**src/rtl/alu_pkg.sv**
```systemverilog
// Shared encodings for the sequential ALU: op groups, sub-function codes,
// FSM states and flag bit positions.
// Latency/backpressure: n/a (declarations only).
package alu_pkg;

  // Operation groups on the op port
  localparam logic [2:0] OP_ADD   = 3'd0;
  localparam logic [2:0] OP_SUB   = 3'd1;
  localparam logic [2:0] OP_LOGIC = 3'd2;
  localparam logic [2:0] OP_SHIFT = 3'd3;
  localparam logic [2:0] OP_COUNT = 3'd4;
  localparam logic [2:0] OP_MUL   = 3'd5;

  // LOGIC sub-functions
  localparam logic [2:0] FN_AND   = 3'd0;
  localparam logic [2:0] FN_OR    = 3'd1;
  localparam logic [2:0] FN_XOR   = 3'd2;
  localparam logic [2:0] FN_NAND  = 3'd3;
  localparam logic [2:0] FN_NOR   = 3'd4;
  localparam logic [2:0] FN_XNOR  = 3'd5;
  localparam logic [2:0] FN_NOTA  = 3'd6;
  localparam logic [2:0] FN_PASSB = 3'd7;

  // SHIFT sub-functions (5..7 pass a through)
  localparam logic [2:0] SH_SLL = 3'd0;
  localparam logic [2:0] SH_SRL = 3'd1;
  localparam logic [2:0] SH_SRA = 3'd2;
  localparam logic [2:0] SH_ROL = 3'd3;
  localparam logic [2:0] SH_ROR = 3'd4;

  // COUNT sub-functions (4..7 hold)
  localparam logic [2:0] CNT_HOLD = 3'd0;
  localparam logic [2:0] CNT_UP   = 3'd1;
  localparam logic [2:0] CNT_DOWN = 3'd2;
  localparam logic [2:0] CNT_LOAD = 3'd3;

  // Control FSM
  typedef enum logic [1:0] {
    S_IDLE = 2'd0,
    S_MUL  = 2'd1,
    S_DONE = 2'd2
  } state_t;

  // Bit positions inside flags = {N,Z,C,V}
  localparam int FLAG_N = 3;
  localparam int FLAG_Z = 2;
  localparam int FLAG_C = 1;
  localparam int FLAG_V = 0;

endpackage

```
**src/rtl/alu_mul_seq.sv**
```systemverilog
// Unsigned shift-add multiplier, one partial-product step per clock.
// Latency: start edge loads operands, then WIDTH step cycles; done marks the last step.
// Backpressure: none; the caller must not restart it while a product is in flight.
module alu_mul_seq #(
  parameter int WIDTH = 8
) (
  input  logic               clk,
  input  logic               rst,
  input  logic               start,
  input  logic [WIDTH-1:0]   a,
  input  logic [WIDTH-1:0]   b,
  output logic               done,
  output logic [2*WIDTH-1:0] prod
);

  localparam int CW = $clog2(WIDTH);

  // acc holds {partial high half, remaining multiplier bits}; it shifts right
  // each step so the multiplier LSB always sits at acc[0].
  logic [WIDTH-1:0]   mcand_q;
  logic [2*WIDTH-1:0] acc_q;
  logic [2*WIDTH-1:0] acc_n;
  logic [WIDTH:0]     sum;
  logic [CW-1:0]      cnt_q;
  logic               busy_q;

  // One shift-add step: conditionally add the multiplicand into the high half, then shift.
  always_comb begin
    sum   = {1'b0, acc_q[2*WIDTH-1:WIDTH]} + {1'b0, (acc_q[0] ? mcand_q : {WIDTH{1'b0}})};
    acc_n = {sum, acc_q[WIDTH-1:1]};
  end

  // The product is taken from the step value so the caller can latch it on the final edge.
  assign done = busy_q && (cnt_q == CW'(WIDTH - 1));
  assign prod = acc_n;

  // Operand load on start, then step until the iteration count runs out.
  always_ff @(posedge clk) begin
    if (rst) begin
      mcand_q <= '0;
      acc_q   <= '0;
      cnt_q   <= '0;
      busy_q  <= 1'b0;
    end else if (start) begin
      mcand_q <= a;
      acc_q   <= {{WIDTH{1'b0}}, b};
      cnt_q   <= '0;
      busy_q  <= 1'b1;
    end else if (busy_q) begin
      acc_q <= acc_n;
      cnt_q <= cnt_q + CW'(1);
      if (done) begin
        busy_q <= 1'b0;
      end
    end
  end

endmodule

```
**src/rtl/alu_seq.sv**
```systemverilog
// Handshaked ALU: add/sub, logic, barrel shift/rotate, persistent counter, optional multiply (ALU_SEQ_MUL_EN).
// Latency: 1 cycle for single-cycle ops and illegal ops, WIDTH+1 cycles for MUL.
// Backpressure: result held in DONE until out_ready; in_ready only in IDLE (no bypass).
module alu_seq
  import alu_pkg::*;
#(
  parameter int WIDTH = 8,
  parameter int SHW   = $clog2(WIDTH)
) (
  input  logic             clk,
  input  logic             rst,
  input  logic             in_valid,
  output logic             in_ready,
  input  logic [2:0]       op,
  input  logic [2:0]       fn,
  input  logic [WIDTH-1:0] a,
  input  logic [WIDTH-1:0] b,
  input  logic             cin,
  output logic             out_valid,
  input  logic             out_ready,
  output logic [WIDTH-1:0] result,
  output logic [WIDTH-1:0] result_hi,
  output logic [3:0]       flags,
  output logic             err
);

  state_t           state_q;
  state_t           state_n;
  logic             xfer;
  logic             is_mul;
  logic             mul_done;

  logic [WIDTH-1:0] result_q;
  logic [3:0]       flags_q;
  logic             err_q;
  logic [WIDTH-1:0] cnt_q;

  logic [WIDTH-1:0] res_c;
  logic [3:0]       flags_c;
  logic             c_c;
  logic             v_c;
  logic             err_c;
  logic [WIDTH-1:0] cnt_nxt;
  logic             cnt_we;

  logic [WIDTH-1:0] add_b;
  logic [WIDTH:0]   sum_c;
  logic [SHW-1:0]   amt;
  logic [SHW-1:0]   rot_amt;
  logic [WIDTH:0]   sll_t;
  logic [WIDTH:0]   srl_t;
  logic signed [WIDTH:0] sra_t;
  logic [WIDTH-1:0] rot_t;
  logic [WIDTH:0]   cnt_up;
  logic [WIDTH:0]   cnt_dn;

  assign xfer = in_valid && in_ready;

`ifdef ALU_SEQ_MUL_EN
  logic [2*WIDTH-1:0] mul_prod;
  logic [WIDTH-1:0]   result_hi_q;
  logic [3:0]         mul_flags;

  assign is_mul = (op == OP_MUL);

  alu_mul_seq #(.WIDTH(WIDTH)) u_mul (
    .clk   (clk),
    .rst   (rst),
    .start (xfer && is_mul),
    .a     (a),
    .b     (b),
    .done  (mul_done),
    .prod  (mul_prod)
  );

  // MUL flags look at the full double-width product; carry/overflow mean the high half is used.
  always_comb begin
    mul_flags         = '0;
    mul_flags[FLAG_N] = mul_prod[2*WIDTH-1];
    mul_flags[FLAG_Z] = (mul_prod == '0);
    mul_flags[FLAG_C] = (mul_prod[2*WIDTH-1:WIDTH] != '0);
    mul_flags[FLAG_V] = (mul_prod[2*WIDTH-1:WIDTH] != '0);
  end

  // High half is only non-zero after a multiply; any other accepted op clears it.
  always_ff @(posedge clk) begin
    if (rst) begin
      result_hi_q <= '0;
    end else if (xfer && !is_mul) begin
      result_hi_q <= '0;
    end else if (mul_done) begin
      result_hi_q <= mul_prod[2*WIDTH-1:WIDTH];
    end
  end

  assign result_hi = result_hi_q;
`else
  assign is_mul    = 1'b0;
  assign mul_done  = 1'b0;
  assign result_hi = '0;
`endif

  // State register.
  always_ff @(posedge clk) begin
    if (rst) begin
      state_q <= S_IDLE;
    end else begin
      state_q <= state_n;
    end
  end

  // Next-state: accept in IDLE, iterate in MUL, hold in DONE until consumed.
  always_comb begin
    state_n = state_q;
    case (state_q)
      S_IDLE: if (in_valid) state_n = is_mul ? S_MUL : S_DONE;
      S_MUL:  if (mul_done) state_n = S_DONE;
      S_DONE: if (out_ready) state_n = S_IDLE;
      default: state_n = S_IDLE;
    endcase
  end

  // Handshake outputs are pure functions of state.
  always_comb begin
    in_ready  = (state_q == S_IDLE);
    out_valid = (state_q == S_DONE);
  end

  // Single-cycle datapath: result, carry, overflow and counter update for the presented op.
  always_comb begin
    res_c   = '0;
    c_c     = 1'b0;
    v_c     = 1'b0;
    err_c   = 1'b0;
    cnt_nxt = cnt_q;
    cnt_we  = 1'b0;
    flags_c = '0;

    // SUB is A + ~B + cin, so cin=1 yields a plain difference and C means "no borrow".
    add_b = (op == OP_SUB) ? ~b : b;
    sum_c = {1'b0, a} + {1'b0, add_b} + {{WIDTH{1'b0}}, cin};

    // Shifts carry an extra guard bit so the last bit shifted out falls into it.
    amt     = b[SHW-1:0];
    rot_amt = ~amt + 1'b1;  // rotate left by n == rotate right by (WIDTH-n) mod WIDTH
    sll_t   = {1'b0, a} << amt;
    srl_t   = {a, 1'b0} >> amt;
    sra_t   = $signed({a, 1'b0}) >>> amt;
    rot_t   = WIDTH'({a, a} >> ((fn == SH_ROL) ? rot_amt : amt));

    cnt_up = {1'b0, cnt_q} + {{WIDTH{1'b0}}, 1'b1};
    cnt_dn = {1'b0, cnt_q} - {{WIDTH{1'b0}}, 1'b1};

    case (op)
      OP_ADD, OP_SUB: begin
        res_c = sum_c[WIDTH-1:0];
        c_c   = sum_c[WIDTH];
        v_c   = (a[WIDTH-1] == add_b[WIDTH-1]) && (sum_c[WIDTH-1] != a[WIDTH-1]);
      end
      OP_LOGIC: begin
        case (fn)
          FN_AND:  res_c = a & b;
          FN_OR:   res_c = a | b;
          FN_XOR:  res_c = a ^ b;
          FN_NAND: res_c = ~(a & b);
          FN_NOR:  res_c = ~(a | b);
          FN_XNOR: res_c = ~(a ^ b);
          FN_NOTA: res_c = ~a;
          default: res_c = b;
        endcase
      end
      OP_SHIFT: begin
        case (fn)
          SH_SLL: begin res_c = sll_t[WIDTH-1:0]; c_c = sll_t[WIDTH]; end
          SH_SRL: begin res_c = srl_t[WIDTH:1];   c_c = srl_t[0];     end
          SH_SRA: begin res_c = sra_t[WIDTH:1];   c_c = sra_t[0];     end
          SH_ROL, SH_ROR: res_c = rot_t;
          default: res_c = a;
        endcase
      end
      OP_COUNT: begin
        cnt_we = 1'b1;
        case (fn)
          CNT_UP:   begin cnt_nxt = cnt_up[WIDTH-1:0]; c_c = cnt_up[WIDTH]; end
          CNT_DOWN: begin cnt_nxt = cnt_dn[WIDTH-1:0]; c_c = cnt_dn[WIDTH]; end
          CNT_LOAD: cnt_nxt = a;
          default:  cnt_nxt = cnt_q;
        endcase
        res_c = cnt_nxt;
      end
      default: err_c = 1'b1;  // 6/7, and 5 when the multiplier is not built
    endcase

    // Illegal ops report all-zero flags rather than Z=1 on their zero result.
    if (!err_c) begin
      flags_c[FLAG_N] = res_c[WIDTH-1];
      flags_c[FLAG_Z] = (res_c == '0);
      flags_c[FLAG_C] = c_c;
      flags_c[FLAG_V] = v_c;
    end
  end

  // Result registers load only on an accepted op or multiply completion, so they hold otherwise.
  always_ff @(posedge clk) begin
    if (rst) begin
      result_q <= '0;
      flags_q  <= '0;
      err_q    <= 1'b0;
    end else if (xfer && !is_mul) begin
      result_q <= res_c;
      flags_q  <= flags_c;
      err_q    <= err_c;
    end
`ifdef ALU_SEQ_MUL_EN
    else if (mul_done) begin
      result_q <= mul_prod[WIDTH-1:0];
      flags_q  <= mul_flags;
      err_q    <= 1'b0;
    end
`endif
  end

  // Persistent counter; only COUNT ops touch it.
  always_ff @(posedge clk) begin
    if (rst) begin
      cnt_q <= '0;
    end else if (xfer && cnt_we) begin
      cnt_q <= cnt_nxt;
    end
  end

  assign result = result_q;
  assign flags  = flags_q;
  assign err    = err_q;

endmodule

```
**config.mk**
```make
export PLATFORM = sky130hd
export DESIGN_NAME = alu_seq
export DESIGN_NICKNAME = d
export VERILOG_FILES = /design/src/rtl/alu_pkg.sv /design/src/rtl/alu_mul_seq.sv /design/src/rtl/alu_seq.sv
export SDC_FILE = /design/constraint.sdc
export NUM_CORES = 1
export LEC_CHECK = 0
export ABC_AREA = 0
export BUFFER_PORTS_ARGS = -buffer_cell sky130_fd_sc_hd__buf_2
export CAP_MARGIN = 10
export CORE_ASPECT_RATIO = 0.7
export CORE_MARGIN = 2
export CORE_UTILIZATION = 55
export CTS_CLUSTER_SIZE = 24
export DETAILED_ROUTE_END_ITERATION = 10
export PLACE_DENSITY = 0.84
export SLEW_MARGIN = 20
export SYNTH_ARGS = -nofsm -noshare
export SYNTH_HDL_FRONTEND = slang
export SYNTH_HIERARCHICAL = 1
export SYNTH_SLANG_ARGS = --single-unit
```
**constraint.sdc**
```tcl
create_clock -name clk -period 3.5 [get_ports clk]
set_input_delay 0.7 -clock clk [delete_from_list [all_inputs] [get_ports clk]]
set_output_delay 0.7 -clock clk [all_outputs]
set_load 0.005 [all_outputs]
```
# --- Word level (Yosys, flattened, before mapping) ---
# Cells that the tools add are included.
# Widths: inputs -> output; s select.
totals:
  ff_bits: 23
  inputBits: 27
classes:
  n_addsub: 5
  n_eq_ne: 16
  shift: 4
  n_mux: 16
  bitwise_logic: 10
  n_reduce_logical: 12
op_table:
  columns: ["cell", "n"]
  rows:
  - ["$pmux 8 s4", 2]
  - ["$pmux 8 s7", 1]
  - ["$not 8->8", 5]
  - ["$pmux 8 s3", 1]
  - ["$shr 16x3->8", 1]
  - ["$eq 3x2->1 const B", 4]
  - ["$eq 3x3->1 const B", 4]
  - ["$add 8x1->9 const B", 1]
  - ["$add 8x8->9", 1]
  - ["$add 9x1->9", 1]
  - ["$shl 8x3->9", 1]
  - ["$shr 9x3->9", 1]
  - ["$sshr 9x3->9", 1]
  - ["$sub 8x1->9 const B", 1]
  - ["$and 8x8->8", 1]
  - ["$logic_not 8->1", 1]
  - ["$mux 8", 1]
  - ["$or 8x8->8", 1]
  - ["$xor 8x8->8", 1]
  - ["$eq 3x1->1 const B", 2]
  - ["$logic_not 3->1", 2]
  - ["$pmux 1 s3", 2]
  - ["$pmux 2 s3", 1]
  - ["$reduce_or 5->1", 1]
  - ["19 further kinds", 25]

# --- Longest topological paths before layout ---
logic_depth:
  word_depth: 8
  depth_mapped: 15
  ltp_nobuf: 14

# --- Least setup slack after synthesis ---
# OpenSTA, ideal clock, no wires.
synth_path:
  path_kind: "in2reg"
  startpoint: "input op[1]"
  endpoint: "register flags_q[2] (netlist: flags[2])"
  setup_time_ns: 0.069
  t_arrival_ns: 3.697
  required_ns: 3.431
  path_slack_ns: -0.266
  cell_stages: 14
  cell_sequence: "nor2_1 -> and2_1 -> clkbuf_1 -> xnor2_1 -> fa_1 -> inv_1 -> fa_1 -> a211oi_1 -> o21bai_1 -> a21oi_1 -> xnor2_1 -> a211o_1 -> or4_1 -> o21ai_1"
synth_via:
  elab_chain_len: 7
synth_rtl:
  columns: ["item", "line", "source"]
  rows:
  - ["start, declared", "alu_seq.sv:14", "input logic [2:0] op,"]
  - ["$eq 3x1->1", "alu_seq.sv:140, alu_seq.sv:154", null]
  - ["$mux 8", "alu_seq.sv:140", "add_b = (op == OP_SUB) ? ~b : b;"]
  - ["$add 8x8->9", "alu_seq.sv:141", "sum_c = {1'b0, a} + {1'b0, add_b} + {{WIDTH{1'b0}}, cin};"]
  - ["$add 9x1->9", "alu_seq.sv:141", null]
  - ["$pmux 8 s4", "alu_seq.sv:154", "case (op)"]
  - ["$logic_not 8->1", "alu_seq.sv:197", "flags_c[FLAG_Z] = (res_c == '0);"]
  - ["$mux 4 *", "alu_seq.sv:195", "if (!err_c) begin"]
  - ["end signal, assigned", "alu_seq.sv:211", "flags_q <= flags_c;"]
  - ["end, declared", "alu_seq.sv:34", "logic [3:0] flags_q;"]
# Every way passes the cells marked *; elsewhere a longest branch is shown, timed or not.
# A chain may end at the register's enable or synchronous reset.

# --- Final worst setup path ---
# Ends and elaborated chain as after synthesis.

==> results.toml <==
[final_layout]
stdcell_area_um2 = 4570
multi_input_area_um2 = 3260
nets = 665
seq_area_um2 = 440
final_cell_mix = "55 x nor2_1, 53 x nand2_1, 45 x buf_4"
n_fill_cell = 677
drive_gt1_share_pct = 19.7
antenna_cells = 0
layout_commonest_cell = "nor2_1"
syn2layout_area_growth_pct = 13.3

[job]
max_cap_viol_count = 0

[timing]
rsz0062_at_grt = "no"
finClkSkew_ps = 7.46
setup_viol = 0
relSlewSlack_pct = 25.1
worst_pin_slew_ps = 1120
finalHoldViolations = 0
period_share_pct = 94.7
fin_crit_ps = 3310
timing.fmax_ghz = 0.302
slew_violations = 0

[pwr]
seq_power_share_pct = 25.0
internal_power_w = 0.000651
ir_drop_mv = 0.218
switchingPower_w = 0.000430
swShare_pct = 39.8
clkPwrFrac_pct = 22.1
power_density_nw_per_um2 = 237
power_w = 0.00108
p_leak_nw = 1.92
pwr-share-comb_pct = 52.9

[clock_tree]
clock_sinks = 22
clk_pin_slew_ps = 80
cts_buffers = 3
cts_tree = "built"
clock_path_buffers = 2
post_cts_resized = 0
ctsHoldBuffers = 0
cts-root-buf = "clkbuf_8"
insertion_delay_ps = 270
cts_setup_buffers = 0
ctsHtreeMaxLevel = 1

[synthesis]
synth_edf_count = 0
ys_warn_count = 6
synth_adder_area_share_pct = 9.38
ys.flop_type = "dfxtp_1"
synth_cell_types = 73
syn_area_um2 = 4030
synth.area.mux_share_pct = 13.3
synth_compound_area_share_pct = 29.6
syn_area_per_cell_um2 = 7.17
synth-xor-area-share_pct = 4.16
syn-instance-count = 562
yosys.area_share.simple_pct = 23.4
ys_ff_latch = 22
synth_top_family_by_area = "compound AO/OA/AOI/OAI gates"
synth_seq_area_share_pct = 10.9
async_flop_share_pct = 0

[route]
drt_wl_total_um = 14800
ant_nets = 0
route.detailed.drc = 0
wire_per_inst_um = 20.9
drt_iter0_drc = 795
drt_pre_antenna_iters = 6
via_per_inst = 6.74
vias = 4759

[critical_path]
cp_slowest_cell = "or4_1"
path_class = "in2reg"
endpoint_kind = "flop"
cpLargestDelayFamily = "compound AO/OA/AOI/OAI gates"
required_ps = 3710
startpoint_type = "input port"
worstPathArrival_ps = 3520
path_cells = "buf_2, nor2_2, and2_1, xnor2_1, fa_1, inv_1, fa_1, a211oi_2, o21bai_1, a21oi_1, xnor2_1, a211o_1, or4_1, o21ai_1"
critPathMaxFanout = 2
worst-path-buf-inv = 2
cpPeakStageDelay_ps = 480

[floorplanning]
num_rows = 26
start_util_pct = 56.1
die_w_um = 106
ios = 50
dieHeight_um = 75.6
core_um2 = 7190
die_area_um2 = 8040

[placed_design]
gp_congestion = 1.04
io_buffers = 41
dp_hpwl_um = 11300
place_area_um2 = 4500

[grt]
grt_pass1_wl_um = 22700
grt_overflow = 0
antenna_found_initial = 0
grt_pass1_vias = 4312
track_usage_pct = 36.4
grt_max_degree = 30

[outcome]
outcome = "finished clean"

[hold_path]
hp-class = "reg2reg"
==> stage by stage <==
step / setup slack, ps / std cells / setup TNS [ps] / hold WS [ps] / util (%)
3_5_place_dp: -63.5 / 702 / -63.5 / 434 / 62.5
4_1_cts: 219 / 706 / 0 / 446 / 63.5
3_3_place_gp: 60.2 / 702 / 0 / 430 / 62.5
2_1_floorplan: 38.4 / 569 / 0 / 439 / -
6_report: 186 / 706 / 0 / 445 / 63.5
5_1_grt: 32.5 / 706 / 0 / 472 / 63.5
==> layout make-up <==
class                           count  area share, %
Tap cell                           98           2.68
Sequential cell                    22           9.64
Clock buffer                        3          0.904
Inverter                           30           2.47
Timing Repair Buffer               87           12.3
Multi-Input combinational cell    465           71.3
Clock inverter                      1          0.657
==> cells in the mapped netlist (4+ instances only) <==
library cell | n | share of area, %
nor2_1 | 56 | 5.2
nand2_1 | 53 | 4.9
o21ai_0 | 43 | 5.3
a21oi_1 | 39 | 4.8
clkbuf_1 | 30 | 2.8
inv_1 | 28 | 2.6
ha_1 | 27 | 8.4
dfxtp_1 | 22 | 11
mux2i_1 | 22 | 5.5
a211oi_1 | 17 | 3.2
nor3_1 | 13 | 1.6
xnor2_1 | 13 | 2.8
mux4_2 | 12 | 6.7
nand3_1 | 11 | 1.4
buf_2 | 10 | 1.2
buf_4 | 10 | 1.9
nor2b_1 | 10 | 1.6
o22ai_1 | 9 | 1.4
a31oi_1 | 8 | 1.2
nand2b_1 | 7 | 1.1
a2111oi_0 | 6 | 1.3
a221oi_1 | 6 | 1.3
a22oi_1 | 6 | 1.1
o211ai_1 | 6 | 1.1
or3_1 | 6 | 0.93
and3_1 | 5 | 0.78
a222oi_1 | 4 | 0.99
mux2_2 | 4 | 1.1
nand3b_1 | 4 | 0.75
nor3b_1 | 4 | 0.75
==> sequential cells by signal, summed over array words and instances (netlist names) <==
| register | flops |
|---|---|
| cnt_q | 8 |
| result | 8 |
| flags | 4 |
| err | 1 |
| state_q | 1 |
==> logic make-up after synthesis <==
logic type,count (synthesis)
AOI/OAI and AO/OA,180
muxes,38
other,1
buffers and inverters,82
and+or+nand+nor,193
DFF,22
adders and majority gates,29
xor gates and xnor gates,17
==> per-layer routing <==
| metal | wire length [um] | GRT usage [%] | vias to the layer above |
|---|---|---|---|
| met2 | 6180 | 56.1 | 339 |
| li1 | - | - | 2170 |
| met3 | 2090 | 12.8 | 44 |
| met1 | 6110 | 49.2 | 2204 |
| met5 | 69 | 6.55 | - |
| met4 | 316 | 7.16 | 2 |
==> power groups by stage <==
stage | clock network (W) | logic (W) | registers [W]
finish | 0.000239 | 0.000572 | 0.000270
global route | 0.000253 | 0.000615 | 0.000272
global placement | 0 | 0.000534 | 0.000275
floorplan | 0 | 0.000369 | 0.000275
detailed placement | 0 | 0.000549 | 0.000276
CTS | 0.000242 | 0.000552 | 0.000270
==> worst register-to-register path: cells and delay by family (launching register included) <==
kind	cells	cell delay [ps]
buf+inv	1	100
flops	1	420
compound gates	4	870
simple gates	4	1440
fa+ha+maj	1	200
==> worst paths after layout <==
path | startpoint | end | slack, ps | cells after the start
worst max-delay path | op[1] | flags[2] | 190 | 14
worst min-delay path | result[7] | result[7] | 450 | 2
worst max register to register | cnt_q[0] | flags[2] | 430 | 10
worst min register to register | result[7] | result[7] | 450 | 2
(Power assumes the default switching activity.)
